--- config.mk ---
export PLATFORM = sky130hd
export DESIGN_NAME = wb_trace_buffer
export DESIGN_NICKNAME = d
export VERILOG_FILES = /design/src/rtl/wb_trace_buffer.sv
export SDC_FILE = /design/constraint.sdc
export NUM_CORES = 1
export LEC_CHECK = 0
export ABC_CLOCK_PERIOD_IN_PS = 6300
export CORE_MARGIN = 4
export CORE_UTILIZATION = 59
export CTS_CLUSTER_DIAMETER = 60
export DETAILED_ROUTE_END_ITERATION = 12
export PLACE_DENSITY = 0.79
export SLEW_MARGIN = 20
export SYNTH_ARGS = -nofsm -noshare
export SYNTH_HDL_FRONTEND = slang
export SYNTH_SLANG_ARGS = --single-unit
export TNS_END_PERCENT = 30
--- constraint.sdc ---
create_clock -name clock -period 6.3 [get_ports clock]
set_input_delay 0.63 -clock clock [delete_from_list [all_inputs] [get_ports clock]]
set_output_delay 0.63 -clock clock [all_outputs]
set_load 0.05 [all_outputs]
--- src/rtl/wb_trace_buffer.sv ---
// wb_trace_buffer: commit-trace FIFO downstream of single_cycle_mips.
// Captures register write-backs (and, with TRACE_STORE_EN defined, data
// stores) into a DEPTH-entry FIFO drained over a valid/ready port.
// Optional feature macro: TRACE_STORE_EN.
module wb_trace_buffer #(
    parameter int DEPTH  = 16,
    parameter int PC_W   = 10,
    parameter int DATA_W = 16,
    parameter int REG_W  = 4
) (
    input  logic                     clock,
    input  logic                     reset,
    input  logic                     capture_en,
    input  logic [PC_W-1:0]          pc,
    input  logic                     reg_write,
    input  logic [REG_W-1:0]         write_reg,
    input  logic [DATA_W-1:0]        write_back,
    input  logic                     mem_write,
    input  logic [DATA_W-1:0]        mem_addr,
    input  logic [DATA_W-1:0]        mem_data,
    output logic                     trace_valid,
    input  logic                     trace_ready,
    output logic                     trace_kind,
    output logic [PC_W-1:0]          trace_pc,
    output logic [DATA_W-1:0]        trace_dst,
    output logic [DATA_W-1:0]        trace_data,
    output logic [$clog2(DEPTH):0]   count,
    output logic                     overflow,
    output logic [7:0]               drop_count
);

    localparam int AW = $clog2(DEPTH);
    localparam int CW = AW + 1;

    logic [AW-1:0]     rd_ptr;
    logic [AW-1:0]     wr_ptr;
    logic [PC_W-1:0]   pc_mem   [DEPTH];
    logic [DATA_W-1:0] dst_mem  [DEPTH];
    logic [DATA_W-1:0] data_mem [DEPTH];

    logic              reg_ev;
    logic              st_ev;
    logic              push_ev;
    logic              pop;
    logic              full;
    logic              accept;
    logic [1:0]        drops;
    logic [DATA_W-1:0] push_dst;
    logic [DATA_W-1:0] push_data;
    logic [8:0]        drop_sum;

`ifdef TRACE_STORE_EN
    logic kind_mem [DEPTH];
    logic push_kind;

    assign st_ev = capture_en & mem_write;
`else
    logic unused_store;

    assign st_ev        = 1'b0;
    assign unused_store = ^{mem_write, mem_addr, mem_data};
`endif

    assign reg_ev      = capture_en & reg_write & (write_reg != '0);
    assign push_ev     = reg_ev | st_ev;
    assign full        = (count == CW'(DEPTH));
    assign trace_valid = (count != '0);
    assign pop         = trace_valid & trace_ready;
    // A full FIFO still takes a push when the head leaves in the same cycle.
    assign accept      = push_ev & (~full | pop);
    // Store losing to a register event, plus the whole event lost to a full FIFO.
    assign drops       = {1'b0, reg_ev & st_ev} + {1'b0, push_ev & ~accept};
    assign drop_sum    = {1'b0, drop_count} + 9'(drops);

    // Select the record to push; register events win over stores.
    always_comb begin
        push_dst  = DATA_W'(write_reg);
        push_data = write_back;
`ifdef TRACE_STORE_EN
        push_kind = 1'b0;
        if (!reg_ev) begin
            push_kind = 1'b1;
            push_dst  = mem_addr;
            push_data = mem_data;
        end
`endif
    end

    // Storage array write; contents need no reset.
    always_ff @(posedge clock) begin
        if (accept) begin
            pc_mem[wr_ptr]   <= pc;
            dst_mem[wr_ptr]  <= push_dst;
            data_mem[wr_ptr] <= push_data;
`ifdef TRACE_STORE_EN
            kind_mem[wr_ptr] <= push_kind;
`endif
        end
    end

    // Pointers, occupancy and drop accounting.
    always_ff @(posedge clock or posedge reset) begin
        if (reset) begin
            rd_ptr     <= '0;
            wr_ptr     <= '0;
            count      <= '0;
            overflow   <= 1'b0;
            drop_count <= '0;
        end else begin
            if (accept) wr_ptr <= wr_ptr + 1'b1;
            if (pop)    rd_ptr <= rd_ptr + 1'b1;
            if (accept && !pop)
                count <= count + 1'b1;
            else if (!accept && pop)
                count <= count - 1'b1;
            if (drops != '0)
                overflow <= 1'b1;
            drop_count <= drop_sum[8] ? 8'hFF : drop_sum[7:0];
        end
    end

    // Head record presented combinationally; zeros while empty.
    always_comb begin
        trace_kind = 1'b0;
        trace_pc   = '0;
        trace_dst  = '0;
        trace_data = '0;
        if (trace_valid) begin
`ifdef TRACE_STORE_EN
            trace_kind = kind_mem[rd_ptr];
`endif
            trace_pc   = pc_mem[rd_ptr];
            trace_dst  = dst_mem[rd_ptr];
            trace_data = data_mem[rd_ptr];
        end
    end

endmodule
==> results.sh <==
export IMPL_fmax_mhz=227
export IMPL_worstPathRequired_ns=5.67
export IMPL_cpMaxStageDelayCell="dfrtp_4"
export IMPL_gr_total_overflow=0
export IMPL_synth_edff_count=480
export IMPL_hold_violations=0
export IMPL_cts_sinks=502
export IMPL_cp_start_kind="register"
export IMPL_power_leakage_nw=7.22
export IMPL_initialDrtViolationCount=1075
export IMPL_synth_xor_area_share_pct=0.490
export IMPL_holdCritPathClass="register to register"
export IMPL_die_w_um=191
export IMPL_tightest_slew_ns=1.15
export IMPL_core_sq_um=32700
export IMPL_synth_area_leaders="edfxtp_1 73%, mux4_2 14%, dfrtp_1 2.8%, mux2_2 1.8%, a221o_1 1.5%"
export IMPL_synth_top_cell_area_share_pct=73.3
export IMPL_avgSynthCellArea_sq_um=22.4
export IMPL_area_growth_pct=14.4
export IMPL_die_h_um=191
export IMPL_setup_viol=0
export IMPL_synthCells=879
export IMPL_clk_latency_ns=0.54
export IMPL_yosysMostFrequentCell="edfxtp_1"
export IMPL_grtUsageTotal_pct=22.2
export IMPL_tritoncts="done"
export IMPL_synth_top_family_by_area="multiplexers"
export IMPL_final_core_util_pct=68.8
export IMPL_vias=9229
export IMPL_worst_setup_path_type="register to output port"
export IMPL_start_util_pct=60.1
export IMPL_grt_pass1_vias=9499
export IMPL_powerDensity_nw_per_um2=470
export IMPL_routed_via_density=6.35
export IMPL_ant_nets=0
export IMPL_synth_simple_gate_area_share_pct=2.93
export IMPL_rr_worst_depth=11
export IMPL_antenna_found_initial=1
export IMPL_crit_chain="buf_4 > mux4_2 > mux2_2 > a221o_1 > clkdlybuf4s50_1"
export IMPL_drc=0
export IMPL_n_antenna_cell=0
export IMPL_boundaryPins=126
export IMPL_final_min_clock_period_ns=4.40
export IMPL_cp_end_kind="output port"
export IMPL_rsz0062_at_grt="false"
export IMPL_holdBufCountCts=0
export IMPL_drv_slew=0
export IMPL_finalSetupTns_ns=0
export IMPL_worstSetupStartpoint="rd_ptr[1]"
export IMPL_layout_nets=1057
export IMPL_fin_worst_skew_ns=0.0120
export IMPL_hp_start="overflow"
export IMPL_synth_mux_area_share_pct=15.7
export IMPL_drv_cap=0
export IMPL_async_flop_share_pct=4.38
export IMPL_cts_buffers=49
export IMPL_cts_resized=0
export IMPL_crit_path_max_incr_delay_ns=0.77
export IMPL_fp_row_count=66
export IMPL_clk_pin_slew_ns=0.06
export IMPL_wl_per_cell_um=27.2
export IMPL_grt_start_max_net_pins=83
export IMPL_port_buffers=79
export IMPL_die_area_sq_um=36300
export IMPL_h_tree_depth=2
export IMPL_rrSetupSlack_ns=2.90
export IMPL_synth_fa_ha_area_share_pct=0.866
export IMPL_slew_headroom_pct=23.6
export IMPL_finalCritPeriodShare_pct=69.8
export IMPL_synthFlopType="edfxtp_1"
export IMPL_synth_seq_cells=502
export IMPL_synth_top_cell_by_area="edfxtp_1"
export IMPL_cts_root_buf="clkbuf_16"
export IMPL_grt_pass1_wl_um=59800
export IMPL_seq_area_frac_synth_pct=76.1
export IMPL_place_congestion=0.736
export IMPL_drive_gt1_share_pct=25.5
export IMPL_endpoint="trace_data[8]"
export IMPL_synth_compound_area_share_pct=2.00
export IMPL_ys_types=45
export IMPL_drt_pass1_iter_count=5
export IMPL_synth_commonest_cells="480 x edfxtp_1, 120 x mux4_2, 32 x mux2_2, 32 x nor2b_1, 30 x a221o_1"
export IMPL_crit_path_max_fanout=30
export IMPL_r2r_start="count[0]"
export IMPL_wirelength_um=39600
export IMPL_r2r_end="count[4]"
export IMPL_ir_drop_mv=0.288
export IMPL_hpwl_um=18800
export IMPL_yosys_warnings=0
export IMPL_post_cts_buffers=0
export IMPL_arrival_ns=3.77
export IMPL_syn_area_sq_um=19700
export IMPL_clockBufferDepth=3
export IMPL_status="finished clean"
cell usage in the layout, fill, tap and decap left out, drive strengths merged, types with 13 or more instances in the layout:
master / count
dfrtp: 22
mux4: 120
conb: 13
edfxtp: 480
a221o: 30
nor2b: 33
clkdlybuf4s50: 79
clkbuf: 60
mux2: 32
clkinv: 21
per-layer routing:
layer  part of all wire, %  vias up  GRT usage, %
met1                    40     4876          32.1
li1                      -     3870             -
met3                   6.7       59          3.41
met4                   1.9        2          5.03
met2                    51      422          36.7
met5                 0.033        -             0
state kept, by name, summed over array words and instances, names as in the netlist:
signal / flops
wr_ptr: 4
drop_count: 8
overflow: 1
data_mem: 256
rd_ptr: 4
count: 5
dst_mem: 64
pc_mem: 160
per-stage QoR:
| step | setup WS (ns) | area, sq um | hold WS, ns | total power, mW | cells |
|---|---|---|---|---|---|
| after CTS | 1.83 | 22400 | 0.492 | 10.6 | 1452 |
| final | 1.90 | 22500 | 0.488 | 10.6 | 1454 |
| after global placement | 2.32 | 20900 | 0.473 | 7.71 | 1365 |
| after global routing | 1.74 | 22500 | 0.523 | 11.0 | 1454 |
| after detailed placement | 2.26 | 20900 | 0.477 | 7.77 | 1365 |
| after floorplan | 1.46 | 19700 | 0.565 | 6.77 | 891 |
critical path: cells and delay by family, from the launching register on:
kind                   cells  cell delay [ns]
AOI/OAI and AO/OA          1             0.33
muxes                      2             0.85
buffers and inverters      2             1.23
DFF                        1             0.77
area by class of cell:
cell class	count	area, sq um
clock buffers	60	1270
clock inverters	27	278
fillers	1966	10200
inverters	7	28.8
multi-input cells	325	4440
flip-flops and latches	502	15000
well taps	442	553
repair buffers	91	946
where the power goes:
group / switching [mW] / internal (mW)
Sequential: 0.187 / 3.87
Combinational: 2.08 / 1.61
Clock: 1.16 / 1.67
Total: 3.42 / 7.15
kinds of logic (layout without fill, tap and decap cells):
group / Yosys count / in the layout
and+or+nand+nor: 89 / 89
other: 1 / 13
buffers and inverters: 64 / 185
DFF: 502 / 502
adders and majority gates: 13 / 13
muxes: 155 / 155
AOI/OAI and AO/OA: 44 / 44
xor gates and xnor gates: 11 / 11
how the worst min path moves through the flow:
stage | slack, ns | endpoint | cells past startpoint
floorplan | 0.56 | rd_ptr[2] | 1
global placement | 0.47 | overflow | 1
detailed placement | 0.48 | overflow | 1
CTS | 0.49 | overflow | 1
global route | 0.52 | overflow | 1
finish | 0.49 | overflow | 1
No activity file was read; power rests on OpenSTA's default activity.
